$ cat src/rtl/bp_me_pkg.sv
// Shared LCE/ME types: lock-controller state encoding and counter sizing helper.
// Latency: n/a (types only); backpressure: n/a.
package bp_me_pkg;

  typedef enum logic [1:0] {
    e_init = 2'd0,
    e_run  = 2'd1,
    e_lock = 2'd2
  } bp_lce_lock_state_e;

  localparam int lce_lock_stats_width_gp = 32;

  // Bits needed to hold 0..max_val inclusive, never less than one.
  function automatic int cnt_width(input int max_val);
    return (max_val < 1) ? 1 : $clog2(max_val + 1);
  endfunction

endpackage

$ cat src/rtl/bp_lce_lock_ctrl_if.sv
// Lock-controller sideband bundle; timeout_count_o exists only with BP_LCE_LOCK_STATS_EN.
// Latency: n/a; backpressure: none, all signals are per-cycle levels or pulses.
interface bp_lce_lock_ctrl_if #(parameter int num_ports_p = 3);

  logic                   cache_init_done_i;
  logic                   req_busy_i;
  logic [num_ports_p-1:0] pkt_v_i;
  logic [num_ports_p-1:0] pkt_yumi_i;
  logic                   credit_alloc_i;
  logic                   credit_return_i;
  logic                   lock_o;
  logic                   timeout_o;
  logic                   credits_full_o;
  logic                   credits_empty_o;
`ifdef BP_LCE_LOCK_STATS_EN
  logic [31:0]            timeout_count_o;
`endif

`ifdef BP_LCE_LOCK_STATS_EN
  modport slave (
    input  cache_init_done_i, req_busy_i, pkt_v_i, pkt_yumi_i, credit_alloc_i, credit_return_i,
    output lock_o, timeout_o, credits_full_o, credits_empty_o, timeout_count_o
  );
  modport master (
    output cache_init_done_i, req_busy_i, pkt_v_i, pkt_yumi_i, credit_alloc_i, credit_return_i,
    input  lock_o, timeout_o, credits_full_o, credits_empty_o, timeout_count_o
  );
`else
  modport slave (
    input  cache_init_done_i, req_busy_i, pkt_v_i, pkt_yumi_i, credit_alloc_i, credit_return_i,
    output lock_o, timeout_o, credits_full_o, credits_empty_o
  );
  modport master (
    output cache_init_done_i, req_busy_i, pkt_v_i, pkt_yumi_i, credit_alloc_i, credit_return_i,
    input  lock_o, timeout_o, credits_full_o, credits_empty_o
  );
`endif

endinterface

$ cat src/rtl/bp_lce_lock_timer.sv
// Saturating up-counter with synchronous clear; clear wins over up.
// Latency: count_o updates one cycle after up_i/clear_i; backpressure: none.
module bp_lce_lock_timer
  import bp_me_pkg::*;
#(
  parameter int max_p  = 4,
  parameter int init_p = 0
) (
  input  logic                         clk_i,
  input  logic                         reset_i,
  input  logic                         clear_i,
  input  logic                         up_i,
  output logic [cnt_width(max_p)-1:0]  count_o
);

  localparam int width_lp = cnt_width(max_p);
  localparam logic [width_lp-1:0] max_lp  = width_lp'(max_p);
  localparam logic [width_lp-1:0] init_lp = width_lp'(init_p);

  always_ff @(posedge clk_i) begin
    if (reset_i) begin
      count_o <= init_lp;
    end else if (clear_i) begin
      count_o <= '0;
    end else if (up_i && (count_o != max_lp)) begin
      count_o <= count_o + 1'b1;
    end
  end

endmodule

$ cat src/rtl/bsg_counter_up_down.sv
// Up/down counter; simultaneous up and down cancel. Caller keeps it in range.
// Latency: count_o updates one cycle after up_i/down_i; backpressure: none.
module bsg_counter_up_down
  import bp_me_pkg::*;
#(
  parameter int max_val_p  = 8,
  parameter int init_val_p = 0
) (
  input  logic                            clk_i,
  input  logic                            reset_i,
  input  logic                            up_i,
  input  logic                            down_i,
  output logic [cnt_width(max_val_p)-1:0] count_o
);

  localparam int width_lp = cnt_width(max_val_p);
  localparam logic [width_lp-1:0] init_lp = width_lp'(init_val_p);

  always_ff @(posedge clk_i) begin
    if (reset_i) begin
      count_o <= init_lp;
    end else if (up_i && !down_i) begin
      count_o <= count_o + 1'b1;
    end else if (down_i && !up_i) begin
      count_o <= count_o - 1'b1;
    end
  end

endmodule

$ cat src/rtl/bp_lce_lock_ctrl.sv
// LCE request lock hint: forces a lock after sustained port blocking, tracks request credits (BP_LCE_LOCK_STATS_EN adds timeout_count_o).
// Latency: lock_o/timeout_o combinational from state and inputs; backpressure: none, lock_o is the hint upstream throttles on.
module bp_lce_lock_ctrl
  import bp_me_pkg::*;
#(
  parameter int num_ports_p         = 3,
  parameter int timeout_max_limit_p = 4,
  parameter int lock_hold_p         = 1,
  parameter int credits_p           = 8
) (
  input  logic              clk_i,
  input  logic              reset_i,
  bp_lce_lock_ctrl_if.slave io
);

  localparam int blk_w_lp  = cnt_width(timeout_max_limit_p);
  localparam int hold_w_lp = cnt_width(lock_hold_p);
  localparam int cred_w_lp = cnt_width(credits_p);
  localparam logic [blk_w_lp-1:0]  blk_max_lp  = blk_w_lp'(timeout_max_limit_p);
  localparam logic [hold_w_lp-1:0] hold_max_lp = hold_w_lp'(lock_hold_p);
  localparam logic [cred_w_lp-1:0] cred_max_lp = cred_w_lp'(credits_p);

  bp_lce_lock_state_e    state_r, state_n;
  logic                  blocked;
  logic                  timeout;
  logic                  lock;
  logic [blk_w_lp-1:0]   blk_cnt;
  logic [hold_w_lp-1:0]  hold_elapsed;
  logic [hold_w_lp-1:0]  hold_cnt;
  logic [cred_w_lp-1:0]  credit_cnt;
  logic                  credits_full;
  logic                  credits_empty;
  logic                  credit_up;
  logic                  credit_down;

  assign blocked = |(io.pkt_v_i[num_ports_p-1:0] & ~io.pkt_yumi_i[num_ports_p-1:0]);

  bp_lce_lock_timer #(.max_p(timeout_max_limit_p), .init_p(0)) blk_timer (
    .clk_i   (clk_i),
    .reset_i (reset_i),
    .clear_i ((state_r != e_run) | ~blocked | timeout),
    .up_i    (blocked),
    .count_o (blk_cnt)
  );

  // Hold is tracked as elapsed lock cycles; starting saturated makes hold_cnt read 0 out of reset.
  bp_lce_lock_timer #(.max_p(lock_hold_p), .init_p(lock_hold_p)) hold_timer (
    .clk_i   (clk_i),
    .reset_i (reset_i),
    .clear_i (timeout),
    .up_i    (state_r == e_lock),
    .count_o (hold_elapsed)
  );

  assign hold_cnt = hold_max_lp - hold_elapsed;

  always_ff @(posedge clk_i) begin
    if (reset_i) begin
      state_r <= e_init;
    end else begin
      state_r <= state_n;
    end
  end

  always_comb begin
    state_n = state_r;
    unique case (state_r)
      e_init:  if (io.cache_init_done_i)           state_n = e_run;
      e_run:   if (timeout)                        state_n = e_lock;
      e_lock:  if ((hold_cnt == '0) && !blocked)   state_n = e_run;
      default:                                     state_n = e_init;
    endcase
  end

  // Timeout is masked during reset so an in-flight count never leaks a pulse.
  always_comb begin
    timeout       = (state_r == e_run) && (blk_cnt == blk_max_lp) && !reset_i;
    lock          = (state_r != e_run) | timeout | io.req_busy_i | ~io.cache_init_done_i;
    credits_full  = (credit_cnt == cred_max_lp);
    credits_empty = (credit_cnt == '0);
  end

  assign io.lock_o          = lock;
  assign io.timeout_o       = timeout;
  assign io.credits_full_o  = credits_full;
  assign io.credits_empty_o = credits_empty;

  assign credit_up   = io.credit_alloc_i  & ~io.credit_return_i & ~credits_full;
  assign credit_down = io.credit_return_i & ~io.credit_alloc_i  & ~credits_empty;

  bsg_counter_up_down #(.max_val_p(credits_p), .init_val_p(0)) credit_ctr (
    .clk_i   (clk_i),
    .reset_i (reset_i),
    .up_i    (credit_up),
    .down_i  (credit_down),
    .count_o (credit_cnt)
  );

  always_ff @(posedge clk_i) begin
    if (!reset_i) begin
      assert (!(io.credit_alloc_i && !io.credit_return_i && credits_full))
        else $warning("bp_lce_lock_ctrl: credit alloc while full, count held");
      assert (!(io.credit_return_i && !io.credit_alloc_i && credits_empty))
        else $warning("bp_lce_lock_ctrl: credit return while empty, count held");
    end
  end

`ifdef BP_LCE_LOCK_STATS_EN
  logic [lce_lock_stats_width_gp-1:0] timeout_count_r;

  always_ff @(posedge clk_i) begin
    if (reset_i) begin
      timeout_count_r <= '0;
    end else if (timeout && (timeout_count_r != '1)) begin
      timeout_count_r <= timeout_count_r + 1'b1;
    end
  end

  assign io.timeout_count_o = timeout_count_r;
`endif

endmodule

$ cat src/flat_wrapper.sv
// flat-port wrapper written by rule: the top's interface ports become plain ports
module bp_lce_lock_ctrl_flat import bp_me_pkg::*;
#(
  parameter int num_ports_p         = 3,
  parameter int timeout_max_limit_p = 4,
  parameter int lock_hold_p         = 1,
  parameter int credits_p           = 8
)
  (clk_i, reset_i, io_cache_init_done_i, io_req_busy_i, io_pkt_v_i, io_pkt_yumi_i, io_credit_alloc_i, io_credit_return_i, io_lock_o, io_timeout_o, io_credits_full_o, io_credits_empty_o);
  bp_lce_lock_ctrl_if #(.num_ports_p(num_ports_p)) io_i ();
  input  logic clk_i;
  input  logic reset_i;
  input wire logic [$bits(io_i.cache_init_done_i)-1:0] io_cache_init_done_i;
  input wire logic [$bits(io_i.req_busy_i)-1:0] io_req_busy_i;
  input wire logic [$bits(io_i.pkt_v_i)-1:0] io_pkt_v_i;
  input wire logic [$bits(io_i.pkt_yumi_i)-1:0] io_pkt_yumi_i;
  input wire logic [$bits(io_i.credit_alloc_i)-1:0] io_credit_alloc_i;
  input wire logic [$bits(io_i.credit_return_i)-1:0] io_credit_return_i;
  output wire logic [$bits(io_i.lock_o)-1:0] io_lock_o;
  output wire logic [$bits(io_i.timeout_o)-1:0] io_timeout_o;
  output wire logic [$bits(io_i.credits_full_o)-1:0] io_credits_full_o;
  output wire logic [$bits(io_i.credits_empty_o)-1:0] io_credits_empty_o;
  assign io_i.cache_init_done_i = io_cache_init_done_i;
  assign io_i.req_busy_i = io_req_busy_i;
  assign io_i.pkt_v_i = io_pkt_v_i;
  assign io_i.pkt_yumi_i = io_pkt_yumi_i;
  assign io_i.credit_alloc_i = io_credit_alloc_i;
  assign io_i.credit_return_i = io_credit_return_i;
  assign io_lock_o = io_i.lock_o;
  assign io_timeout_o = io_i.timeout_o;
  assign io_credits_full_o = io_i.credits_full_o;
  assign io_credits_empty_o = io_i.credits_empty_o;
  bp_lce_lock_ctrl #(.num_ports_p(num_ports_p), .timeout_max_limit_p(timeout_max_limit_p), .lock_hold_p(lock_hold_p), .credits_p(credits_p)) u_core (.clk_i(clk_i), .reset_i(reset_i), .io(io_i));
endmodule
$ cat config.mk
export PLATFORM = sky130hd
export DESIGN_NAME = bp_lce_lock_ctrl_flat
export DESIGN_NICKNAME = d
export VERILOG_FILES = /design/src/rtl/bp_me_pkg.sv /design/src/rtl/bp_lce_lock_ctrl_if.sv /design/src/rtl/bp_lce_lock_timer.sv /design/src/rtl/bsg_counter_up_down.sv /design/src/rtl/bp_lce_lock_ctrl.sv /design/src/flat_wrapper.sv
export SDC_FILE = /design/constraint.sdc
export NUM_CORES = 1
export LEC_CHECK = 0
export ABC_AREA = 1
export BUFFER_PORTS_ARGS = -buffer_cell sky130_fd_sc_hd__buf_2
export CORE_MARGIN = 5
export CORE_UTILIZATION = 30
export DETAILED_ROUTE_END_ITERATION = 16
export GPL_TIMING_DRIVEN = 0
export SLEW_MARGIN = 40
export SYNTH_ARGS = -nofsm -noshare
export SYNTH_HDL_FRONTEND = slang
export SYNTH_SLANG_ARGS = --single-unit
$ cat constraint.sdc
create_clock -name clk_i -period 1.8 [get_ports clk_i]
set_input_delay 0.36 -clock clk_i [delete_from_list [all_inputs] [get_ports clk_i]]
set_output_delay 0.36 -clock clk_i [all_outputs]
set_load 0.01 [all_outputs]
* Word level (Yosys, flattened, before mapping)
Index checks and enable logic that the tools add are counted.
** Word-level totals
- Register bits after elaboration :: 10
** Operators by class
- Mux-type cells :: 8
- Equality and inequality tests :: 9
- Reduce and logical (&&, ||, !) cells :: 18
- $add $sub $neg :: 5
- Bitwise logic cells :: 19
** Operators with widths (number)
- 2-to-1 mux 4 bit :: 2
- inverter 1 bit :: 8
- logical AND 1 bit :: 7
- 2-to-1 mux 2 bit :: 3
- != test 2 x 1 -> 1 bit, second input constant :: 3
- one-hot mux 2 bit (3 select lines) :: 1
- bitwise OR 1 bit :: 5
- adder 4 x 1 -> 4 bit, second input constant :: 1
- AND 1 bit :: 4
- equality test 4 bit, second input constant :: 1
- logical NOT 1 bit :: 4
- logical NOT 4 bit :: 1
- nonzero test 2 bit :: 2
- subtractor 4 x 1 -> 4 bit, second input constant :: 1
- adder 3 x 1 -> 3 bit, second input constant :: 1
- AND 3 bit :: 1
- equality test 3 bit, second input constant :: 1
- != test 3 bit, second input constant :: 1
- inverter 3 bit :: 1
- AND reduction 3 bit :: 1
- OR reduction 3 bit :: 1
- equality test 2 x 1 -> 1 bit, second input constant :: 1
- equality test 2 bit, second input constant :: 1
- logical NOT 2 bit :: 1
- other kinds (5) :: 6

* Logic depth before layout (Yosys ltp)
Gate-level depths: netlist of the first run.
- Depth in word-level cells :: 7
- Mapped depth :: 14
- Depth with buffers taken out :: 14

* Modules after synthesis
From an unflattened synthesis of the first run, not the netlist that was laid out.
** Unflattened totals
- Cell total of the unflattened synthesis :: 106
- Area total of the unflattened synthesis :: 689.4 sq um
** By module, submodules not included
- bsg_counter_up_down :: times used 1, area an instance 265.3 sq um, sequential area each 80.1 sq um, cells each 37
- bp_lce_lock_ctrl :: times used 1, area an instance 219.0 sq um, sequential area each 40.0 sq um, cells each 38
- bp_lce_lock_timer (u_core.blk_timer) :: times used 1, area an instance 168.9 sq um, sequential area each 60.1 sq um, cells each 26
- bp_lce_lock_timer (u_core.hold_timer) :: times used 1, area an instance 36.3 sq um, sequential area each 20.0 sq um, cells each 5

* Least setup slack after synthesis of the first run
No wires, ideal clock.
- Kind :: register -> register
- Start point :: reg u_core.credit_ctr.count_o[0]
- End point :: reg u_core.credit_ctr.count_o[3]
- Stages on the path, launching flop included :: 13
- Arrival time :: 2138 ps
- Path slack :: -404 ps
- Cell sequence :: dfxtp_1 nor4_1 nand3b_1 ha_1 inv_1 ha_1 nand2_1 nand2_1 nor2_1 nand2_1 nand2_1 nand2_1 a21oi_2
** On the way
- Word-level cells in the longest chain between the ends :: 6
** Ends and longest elaborated chain
- from (decl) :: line bsg_counter_up_down.sv:13 : output logic [cnt_width(max_val_p)-1:0] count_o
- from (signal assigned) :: line bsg_counter_up_down.sv:21 : count_o <= init_lp;
- from (signal assigned) :: line bsg_counter_up_down.sv:23 : count_o <= count_o + 1'b1;
- from (signal assigned) :: line bsg_counter_up_down.sv:25 : count_o <= count_o - 1'b1;
- logical NOT 4 bit * :: line bp_lce_lock_ctrl.sv:80 : credits_empty = (credit_cnt == '0);
- named net io_credits_empty_o :: line flat_wrapper.sv:22 : output wire logic [$bits(io_i.credits_empty_o)-1:0] io_credits_empty_o;
- inverter 1 bit * :: line bp_lce_lock_ctrl.sv:89 : assign credit_down = io.credit_return_i & ~io.credit_alloc_i & ~credits_empty;
- AND 1 bit * :: line bp_lce_lock_ctrl.sv:89
- logical NOT 1 bit :: line bsg_counter_up_down.sv:22 : end else if (up_i && !down_i) begin
- logical AND 1 bit :: line bsg_counter_up_down.sv:22
- 2-to-1 mux 4 bit or nonzero test 2 bit (tied branches)
Mark *: on every way through the listed nets, which the timed path passes. The rest lies on a longest branch. The select of a mux whose other input is x is not followed.
A chain may end at the register's enable or synchronous reset.

* Worst setup path in the final report of the first run
- Start point :: reg u_core.credit_ctr.count_o[2]
- End point :: reg u_core.credit_ctr.count_o[3]
** On the way
- Word-level cells in the longest chain between the ends :: 6
** Ends and longest elaborated chain
- branches (longest 6 deep; another with subtractor 4 x 1 -> 4 bit)
Parallel ways; which one is timed is not known. The select of a mux whose other input is x is not followed.

==> impl_metrics.csv, run 1 <==
group,metric,value,unit
timing,rsz0062_at_grt,"true",
clock_network,h-tree-depth,1,
detailed_routing,wirelength,1300,um
power_and_ir_drop,irDropWorstVdd,429,uV
power_and_ir_drop,comb_power_share,46.0,%
layout,multi_input_area,404,sq um
timing,drv_slew,0,
grt,grt.total_usage,10.3,%
worst_setup_path,crit_path_end_kind,"register",
min_path,hp-class,"primary input to register",
synth,ys_seq_area_share,32.8,%
grt,grt_antenna_before_repair,0,
clock_network,cts_buffer_depth,2,
clock_network,cts.sinks,10,
clock_network,cts_buffers,3,
power_and_ir_drop,seqPwrFrac,36.0,%
timing,worst_pin_slew,0.220,ns
synth,yosysWarnings,0,
synth,syn_inst,89,
timing,tns,-0.00238,ns
floorplanning,die_x,55.1,um
floorplanning,initial_core_util,31.4,%
floorplanning,dieArea,0.00304,sq mm
worst_setup_path,rr_startpoint,"u_core.credit_ctr.count_o[2]",
worst_setup_path,crit_family,"simple AND/OR/NAND/NOR gates",
power_and_ir_drop,p_per_area,949,mW/mm^2
detailed_routing,route.detailed.drc,0,
worst_setup_path,crit_required,2.00,ns
layout,drive_gt1_share,40.0,%
floorplanning,rows,16,
synth,ys_types,19,
worst_setup_path,cp_slowest_cell,"dfxtp_4",
timing,hold_viol_final,0,
place,port_buffers,15,
grt,grt_pass1_vias,576,
layout,fin_nets,135,
clock_network,root_buffer,"clkbuf_4",
worst_setup_path,crit_fanout,4,
floorplanning,io_pins,16,
floorplanning,die-height,55.1,um
grt,grt_max_degree,8,
synth,ys_ff_latch,10,
timing,setup_slack,-0.00238,ns
worst_setup_path,critPathKind,"register to register",
layout,instances_no_fill,142,
clock_network,clk_latency,0.26,ns
worst_setup_path,crit_chain,"nor4_4 > nand3b_1 > ha_4 > inv_6 > ha_4 > nand2_2 > nand2_1 > nor2_1 > nand2_1 > nand2_1 > nand2_1 > a21oi_2",
place,place_ws,-0.121,ns
worst_setup_path,crit_path_max_incr_delay,0.35,ns
min_path,min_from,"reset_i",
power_and_ir_drop,p_sw_share,35.4,%
worst_setup_path,crit_top_cell,"nand2_1",
timing,slew_headroom,85.2,%
detailed_routing,vias_per_cell,4.27,
worst_setup_path,critical_path_buf_inv_count,1,
clock_network,hold_buffers,0,
power_and_ir_drop,leakagePower,0.431,nW
detailed_routing,drt_iter0_markers,6,
detailed_routing,final_antenna_net_count,0,
layout,area_growth,45.3,%
place,dpl.cell_count,131,
place,place_congestion,0.739,
timing,fmax,555,MHz
timing,timing.hold.ws,0.339,ns
place,placed_area,773,sq um
worst_setup_path,cp-startpoint,"u_core.credit_ctr.count_o[2]",
timing,min_period,1.80,ns
power_and_ir_drop,p_sw,0.298,mW
outcome,outcome,"complete, but fails checks",
layout,fin_area,887,sq um
clock_network,cts_tree,"yes",
power_and_ir_drop,internal_power,0.543,mW
detailed_routing,via_count,607,
grt,overflow,0,
synth,avgSynthCellArea,6.86,sq um
worst_setup_path,arrival,2.00,ns
detailed_routing,wire_per_inst,9.15,um
power_and_ir_drop,clockPowerShare,18.0,%
job,max_cap_violations,0,
worst_setup_path,start_kind,"register",
timing,setup_viol,1,
layout,fin_util,45.7,%
grt,grt_pass1_wl,2240,um
timing,fin_crit_sh,100,%
power_and_ir_drop,total_power,0.842,mW
floorplanning,coreArea,0.00194,sq mm
place,hpwl,982,um
layout,n_antenna_cell,0,
detailed_routing,dr.pass1.iters,4,
layout,regArea,215,sq um
outcome,violations,"setup timing",
clock_network,clk_transition_reported_paths,0.06,ns
synth,synth_nets,107,
synth,syn_area,611,sq um
timing,skew,0.00318,ns
layout,fill_cells,211,
==> layout make-up <==
type                       count  area share [%]
tap                           27            3.81
multi-input combinational     60            45.6
inverter                      19            8.60
sequential                    10            24.3
timing repair buffer          23            15.2
clock buffer                   3            2.54
==> layout by cell type (no fill, tap or decap), types with 2 or more instances in the layout <==
cell type,instances
ha_1,2
dfxtp_1,6
xor2_1,2
inv_2,5
o21ai_1,5
nor2_2,2
nor2_1,14
buf_2,15
nand2_1,16
buf_4,8
inv_1,12
xnor2_1,2
nand3_1,5
dfxtp_4,4
clkbuf_4,3
ha_4,3
==> sequential cells by signal, indices dropped and copies added (netlist names) <==
signal                     count
u_core.state_r                 2
u_core.hold_timer.count_o      1
u_core.credit_ctr.count_o      4
u_core.blk_timer.count_o       3
==> kinds of logic after synthesis <==
group	share of synthesized area [%]
XOR/XNOR	5.74
buffers and inverters	11.7
flip-flops	32.8
AND/OR/NAND/NOR	28.7
AO/OA/AOI/OAI	7.58
adder cells (fa/ha/maj)	13.5
==> routing by layer <==
layer	part of all wire, %	wire [um]	vias to the layer above	track usage [%]
met5	0	0	-	0
met4	0.54	7	0	3.64
met3	6.8	89	2	4.02
met2	49	643	14	18.3
met1	43	558	261	11.0
li1	-	-	330	-
==> synthesized netlist by cell type <==
master    count  area (sq um)
inv_1        13          48.8
nor2_1       15          56.3
a21oi_2       1          8.76
nor3_1        2          10.0
a21oi_1       1          5.00
xor2_1        2          17.5
o21ai_1       5          25.0
nor4_1        1          6.26
fa_1          1          20.0
clkinv_1      1          3.75
ha_1          5          62.6
a211oi_1      1          7.51
nand2_1      17          63.8
nand3_1       5          25.0
nor2_2        1          6.26
xnor2_1       2          17.5
nand3b_1      1          7.51
dfxtp_1      10           200
inv_2         5          18.8
==> worst reg2reg max path: stages, from the launching register on <==
cell and delay, ns:
dfxtp_4 0.35, nor4_4 0.28, nand3b_1 0.18, ha_4 0.17
inv_6 0.05, ha_4 0.22, nand2_2 0.07, nand2_1 0.05
nor2_1 0.09, nand2_1 0.05, nand2_1 0.06, nand2_1 0.07
a21oi_2 0.11
==> power by group through the flow <==
stage | combinational (mW) | clock (mW) | sequential, mW
after floorplan | 0.236 | 0 | 0.300
after global placement | 0.297 | 0 | 0.309
after detailed placement | 0.304 | 0 | 0.310
after CTS | 0.360 | 0.163 | 0.303
after global routing | 0.434 | 0.175 | 0.308
final | 0.387 | 0.151 | 0.303
==> final timing paths <==
check                                                    end  slack (ns)  cells past startpoint
worst max-delay path            u_core.credit_ctr.count_o[3]      -0.002                     12
worst min register to register   u_core.blk_timer.count_o[0]        0.45                      1
worst max register to register  u_core.credit_ctr.count_o[3]      -0.002                     12
worst min-delay path            u_core.credit_ctr.count_o[3]        0.34                      2
==> timing repair <==
item | CTS | global route
buffers inserted | 4 | 4
endpoints found under the setup margin | 3 | 4
pin swaps | 4 | 3
resized for setup | 6 | 3
(Power assumes the default switching activity.)
==> run 2: changes to the inputs <==
CTS_BUF_LIST = sky130_fd_sc_hd__clkbuf_2 sky130_fd_sc_hd__clkbuf_4 sky130_fd_sc_hd__clkbuf_8   (was default)
GPL_ROUTABILITY_DRIVEN = 0   (was default)
SYNTH_HIERARCHICAL = 1   (was default)
==> run 2 against run 1 <==
  * The flow still finishes with violations (setup timing)
  * Highest routed layer unchanged
  * Power up 25%
  * Largest cell class unchanged
  * Largest power group unchanged
  * Cell count up 11%
  * Final area up 4.4%
  * Fmax fell by 6.5%
  * Routed wire length rose by 12%
==> impl_metrics.csv, run 2 <==
group,metric,value,unit
outcome,outcome,"complete, but fails checks",
outcome,violations,"setup timing",
floorplanning,dieArea,0.00336,sq mm
layout,multi_input_area,460,sq um
worst_setup_path,reg2reg_slack,-0.13,ns
place,placed_area,830,sq um
detailed_routing,dr.pass1.iters,4,
layout,n_antenna_cell,0,
job,max_cap_violations,0,
synth,yosysWarnings,6,
min_path,min_path_cells,2,
detailed_routing,wire_per_inst,9.28,um
timing,slew_headroom,79.7,%
power_and_ir_drop,leakagePower,0.448,nW
synth,synth_area_leaders,"dfxtp_1, nand2_1, inv_1",
worst_setup_path,crit_fanout,4,
worst_setup_path,rr_startpoint,"u_core/credit_ctr/count_o[0]",
layout,top_register,"u_core/credit_ctr/count_o",
detailed_routing,final_antenna_net_count,0,
power_and_ir_drop,p_sw,0.401,mW
timing,hold_viol_final,0,
layout,area_growth,34.3,%
layout,final_common_cell,"nand2_1",
floorplanning,rows,17,
layout,regArea,208,sq um
detailed_routing,vias_per_cell,4.42,
detailed_routing,route.detailed.drc,0,
worst_setup_path,crit_required,1.96,ns
grt,grt.total_usage,9.07,%
detailed_routing,wirelength,1460,um
layout,fin_area,926,sq um
clock_network,cts_tree,"yes",
worst_setup_path,arrival,2.09,ns
clock_network,cts_buffer_depth,2,
worst_setup_path,critPathKind,"register to register",
clock_network,hold_buffers,0,
synth,async_reset_ff_share,0,%
grt,overflow,0,
synth,synth_area_leader_cell,"dfxtp_1",
timing,setup_slack,-0.128,ns
power_and_ir_drop,p_per_area,1140,mW/mm^2
worst_setup_path,start_kind,"register",
worst_setup_path,regToRegEndpoint,"u_core/credit_ctr/count_o[3]",
power_and_ir_drop,irDropWorstVdd,534,uV
synth,ys_types,18,
synth,synth_common_cells,"nand2_1, inv_1, nor2_1, dfxtp_1, a21oi_1",
layout,layout_common_cells,"nand2_1, inv_1, buf_2",
grt,grt_pass1_wl,2460,um
grt,grt_pass1_vias,655,
timing,setup_viol,3,
floorplanning,io_pins,16,
clock_network,cts_buffers,3,
clock_network,root_buffer,"clkbuf_4",
layout,fin_util,41.9,%
layout,drive_gt1_share,29.5,%
min_path,hp-class,"primary input to register",
floorplanning,die-height,57.9,um
timing,min_period,1.93,ns
floorplanning,coreArea,0.00221,sq mm
grt,grt_antenna_before_repair,0,
synth,synth_nets,124,
clock_network,cts.sinks,10,
clock_network,clk_transition_reported_paths,0.07,ns
synth,netlist.area_leader.share,29.0,%
min_path,hold_end,"u_core/credit_ctr/count_o[1]",
timing,skew,0.00588,ns
detailed_routing,drt_iter0_markers,11,
floorplanning,die_x,57.9,um
worst_setup_path,rr_worst_depth,11,
synth,syn_area,689,sq um
detailed_routing,via_count,694,
power_and_ir_drop,p_sw_share,38.0,%
synth,ys_ff_latch,10,
layout,reg_top3,"u_core/credit_ctr/count_o: 4 flops, u_core/blk_timer/count_o: 3 flops, u_core/state_r: 2 flops",
floorplanning,initial_core_util,31.2,%
grt,grt_max_degree,9,
timing,worst_pin_slew,0.305,ns
synth,avgSynthCellArea,6.50,sq um
layout,largest_reg_flops,4,
power_and_ir_drop,clockPowerShare,19.2,%
timing,fin_crit_sh,107,%
layout,fin_nets,148,
worst_setup_path,crit_path_end_kind,"register",
power_and_ir_drop,comb_power_share,50.4,%
timing,drv_slew,0,
synth,ys_seq_area_share,29.0,%
clock_network,h-tree-depth,1,
power_and_ir_drop,internal_power,0.654,mW
synth,synth_edf_count,0,
timing,rsz0062_at_grt,"true",
min_path,min_from,"reset_i",
synth,syn_inst,106,
place,port_buffers,15,
synth,synth.most_common_cell,"nand2_1",
timing,fmax,519,MHz
power_and_ir_drop,seqPwrFrac,30.4,%
place,hpwl,1130,um
synth,synth_ff_type,"dfxtp_1",
layout,fill_cells,236,
clock_network,clk_latency,0.26,ns
## run 2: cells by family after synthesis
| family | count (synthesis) | share of synthesized area, % |
|---|---|---|
| and+or+nand+nor | 58 | 38.5 |
| buffers and inverters | 21 | 11.4 |
| DFF | 10 | 29.0 |
| AOI/OAI and AO/OA | 9 | 6.53 |
| adders and majority gates | 6 | 12.0 |
| xor gates and xnor gates | 2 | 2.54 |
## run 2: power groups by stage
stage | Sequential (mW) | Clock (mW) | Combinational [mW]
finish | 0.321 | 0.203 | 0.531
global route | 0.326 | 0.221 | 0.602
CTS | 0.318 | 0.211 | 0.499
detailed placement | 0.330 | 0 | 0.438
global placement | 0.329 | 0 | 0.431
floorplan | 0.319 | 0 | 0.350
## run 2: critical path, cell delays in order (launching register included)
cell	delay, ns
dfxtp_4	0.34
or2_4	0.27
nor3b_4	0.22
nor2_2	0.08
ha_4	0.17
inv_4	0.08
ha_4	0.20
or2_1	0.22
nand3_1	0.08
nand3_1	0.07
nand2_1	0.07
inv_1	0.03
## run 2: layout make-up
cell class	count	share of cell area (%)
Multi-Input combinational cell	75	49.7
Clock buffer	4	3.92
Tap cell	28	3.78
Timing Repair Buffer	19	11.4
Sequential cell	10	22.4
Inverter	21	8.78
## run 2: repair_timing
item	4_1_cts	5_1_grt
gates cloned	0	0
resized for setup	5	2
buffers inserted	2	2
hold endpoints to repair	0	0
pin swaps	12	5
endpoints found under the setup margin	3	3
## run 2: worst max path at each step
stage	from	endpoint	slack, ns	cells past startpoint
floorplan	u_core/credit_ctr/count_o[0]	u_core/credit_ctr/count_o[3]	-0.15	11
global placement	u_core/credit_ctr/count_o[1]	u_core/credit_ctr/count_o[2]	-0.13	10
detailed placement	u_core/credit_ctr/count_o[1]	u_core/credit_ctr/count_o[3]	-0.16	12
CTS	u_core/credit_ctr/count_o[1]	u_core/credit_ctr/count_o[3]	-0.12	11
global route	u_core/credit_ctr/count_o[0]	u_core/credit_ctr/count_o[3]	-0.21	11
finish	u_core/credit_ctr/count_o[0]	u_core/credit_ctr/count_o[3]	-0.13	11
## run 2: per-layer routing
layer	GRT usage, %	share of wire, %	vias up
met4	3.97	0.82	0
met3	2.23	6.9	2
met1	10.4	46	301
met2	15.8	46	16
met5	0	0	-
li1	-	-	375
## run 2: metrics by stage
stage          worst slack, ns  setup TNS [ns]  hold slack, ns  std cells  total power [mW]
3_5_place_dp            -0.159          -0.433           0.464        149             0.768
3_3_place_gp            -0.129          -0.362           0.462        149             0.760
5_1_grt                 -0.206          -0.473           0.377        157              1.15
4_1_cts                 -0.116          -0.160           0.365        155              1.03
6_report                -0.128          -0.243           0.357        157              1.05
2_1_floorplan           -0.152          -0.403           0.425        106             0.669
==> run 3: changes to the inputs <==
CORE_UTILIZATION = 49   (was 30)
PLACE_DENSITY = 0.77   (was default)
==> run 3 against run 2 <==
  * The run still ends with setup timing left
  * Global-route usage grew 7.4 points
  * Fmax increased by 1.9%
  * Clock skew shrank 0.0033 ns
  * Worst hold slack barely moved
  * Combinational power is 10% lower
  * Via count increased by 1.4%
  * Non-clock buffer count fell by 3
  * Critical endpoint unchanged
  * Highest routed layer unchanged
==> impl_metrics.csv, run 3 (synthesis results as in run 2) <==
group,metric,value,unit
clock_network,root_buffer,"clkbuf_4",
clock_network,cts_buffers,3,
layout,fin_util,65.8,%
floorplanning,coreArea,0.00132,sq mm
power_and_ir_drop,leakagePower,0.430,nW
timing,min_period,1.89,ns
clock_network,cts.sinks,10,
layout,fill_cells,121,
layout,final_common_cell,"nand2_1",
outcome,violations,"setup timing",
layout,n_antenna_cell,0,
floorplanning,dieArea,0.00226,sq mm
detailed_routing,route.detailed.drc,0,
place,hpwl,1160,um
clock_network,clk_latency,0.26,ns
worst_setup_path,start_kind,"register",
timing,hold_viol_final,0,
floorplanning,initial_core_util,52.3,%
floorplanning,die-height,47.5,um
timing,skew,0.00257,ns
worst_setup_path,crit_required,1.97,ns
layout,area_growth,25.8,%
timing,timing.hold.ws,0.357,ns
timing,worst_pin_slew,0.329,ns
timing,drv_slew,0,
worst_setup_path,crit_path_end_kind,"register",
clock_network,hold_buffers,0,
layout,top_register,"u_core/credit_ctr/count_o",
clock_network,cts_buffer_depth,2,
worst_setup_path,crit_family,"simple AND/OR/NAND/NOR gates",
worst_setup_path,crit_path_max_incr_delay,0.34,ns
timing,setup_viol,3,
worst_setup_path,crit_top_cell,"nand3_1",
timing,rsz0062_at_grt,"true",
layout,reg_top3,"u_core/credit_ctr/count_o: 4 flops, u_core/blk_timer/count_o: 3 flops, u_core/state_r: 2 flops",
clock_network,h-tree-depth,1,
grt,grt_pass1_vias,653,
worst_setup_path,arrival,2.06,ns
detailed_routing,dr.pass1.iters,4,
grt,grt_antenna_before_repair,0,
clock_network,clk_transition_reported_paths,0.07,ns
detailed_routing,drt_iter0_markers,18,
detailed_routing,via_count,704,
grt,grt_max_degree,9,
grt,overflow,0,
timing,slew_headroom,78.0,%
floorplanning,rows,13,
outcome,outcome,"complete, but fails checks",
timing,fmax,529,MHz
floorplanning,die_x,47.5,um
detailed_routing,final_antenna_net_count,0,
layout,fin_area,867,sq um
power_and_ir_drop,p_per_area,1160,mW/mm^2
layout,drive_gt1_share,26.2,%
worst_setup_path,crit_chain,"or2_4 > nor3b_4 > nor2_1 > ha_2 > inv_4 > ha_4 > or2_1 > nand3_1 > nand3_1 > nand2_1 > inv_1",
timing,setup_slack,-0.0910,ns
layout,largest_reg_flops,4,
detailed_routing,wirelength,1480,um
layout,layout_common_cells,"nand2_1, inv_1, buf_2, nor2_1, dfxtp_1",
min_path,hp-class,"primary input to register",
layout,instances_no_fill,141,
layout,fin_nets,145,
place,dpl.cell_count,136,
detailed_routing,vias_per_cell,4.99,
clock_network,cts_tree,"yes",
place,placed_area,813,sq um
place,port_buffers,15,
worst_setup_path,cp_slowest_cell,"dfxtp_4",
detailed_routing,wire_per_inst,10.5,um
grt,grt.total_usage,16.4,%
worst_setup_path,critPathKind,"register to register",
job,max_cap_violations,0,
timing,fin_crit_sh,105,%
worst_setup_path,crit_fanout,4,
floorplanning,io_pins,16,
grt,grt_pass1_wl,2600,um
worst_setup_path,critical_path_buf_inv_count,2,
power_and_ir_drop,irDropWorstVdd,588,uV
run 3: through the flow:
| step | setup TNS (ns) | power [mW] | worst slack (ns) |
|---|---|---|---|
| after floorplan | -0.403 | 0.669 | -0.152 |
| after global placement | -0.376 | 0.755 | -0.127 |
| after detailed placement | -0.448 | 0.776 | -0.160 |
| after CTS | -0.212 | 0.996 | -0.117 |
| after global routing | -0.499 | 1.10 | -0.210 |
| final | -0.187 | 1.01 | -0.0910 |
run 3: area by class of cell:
class	count	area, sq um	area share, %
Clock buffer	4	36.3	4.18
Inverter	21	81.3	9.38
Multi-Input combinational cell	75	443	51.1
Sequential cell	10	205	23.7
Tap cell	15	18.8	2.16
Timing Repair Buffer	16	82.6	9.52
run 3: path summary, 6_finish.rpt:
check / startpoint / end / slack [ns] / cells after the start
worst max-delay path: u_core/credit_ctr/count_o[0] / u_core/credit_ctr/count_o[3] / -0.09 / 11
worst min-delay path: reset_i / u_core/credit_ctr/count_o[1] / 0.36 / 2
worst max register to register: u_core/credit_ctr/count_o[0] / u_core/credit_ctr/count_o[3] / -0.09 / 11
worst min register to register: u_core/hold_timer/count_o / u_core/hold_timer/count_o / 0.48 / 2
run 3: what timing repair did:
action                     in CTS  in global routing
gates resized for setup         2                  1
setup buffers                   1                  0
pin swaps                       6                  1
setup endpoints to repair       3                  3
run 3: report_power, final:
part / leakage (nW) / internal, mW / switching, mW
registers: 0.0828 / 0.269 / 0.0582
logic: 0.326 / 0.225 / 0.254
clock network: 0.0210 / 0.123 / 0.0774
run 3: layer usage:
layer / global-route usage, % / part of all wire (%) / vias up / wire length, um
met5: 0 / 0 / - / 0
met4: 9.94 / 1.8 / 0 / 26
met3: 3.38 / 6.2 / 4 / 92
met2: 27.8 / 48 / 20 / 716
met1: 18.8 / 43 / 310 / 642
li1: - / - / 370 / -
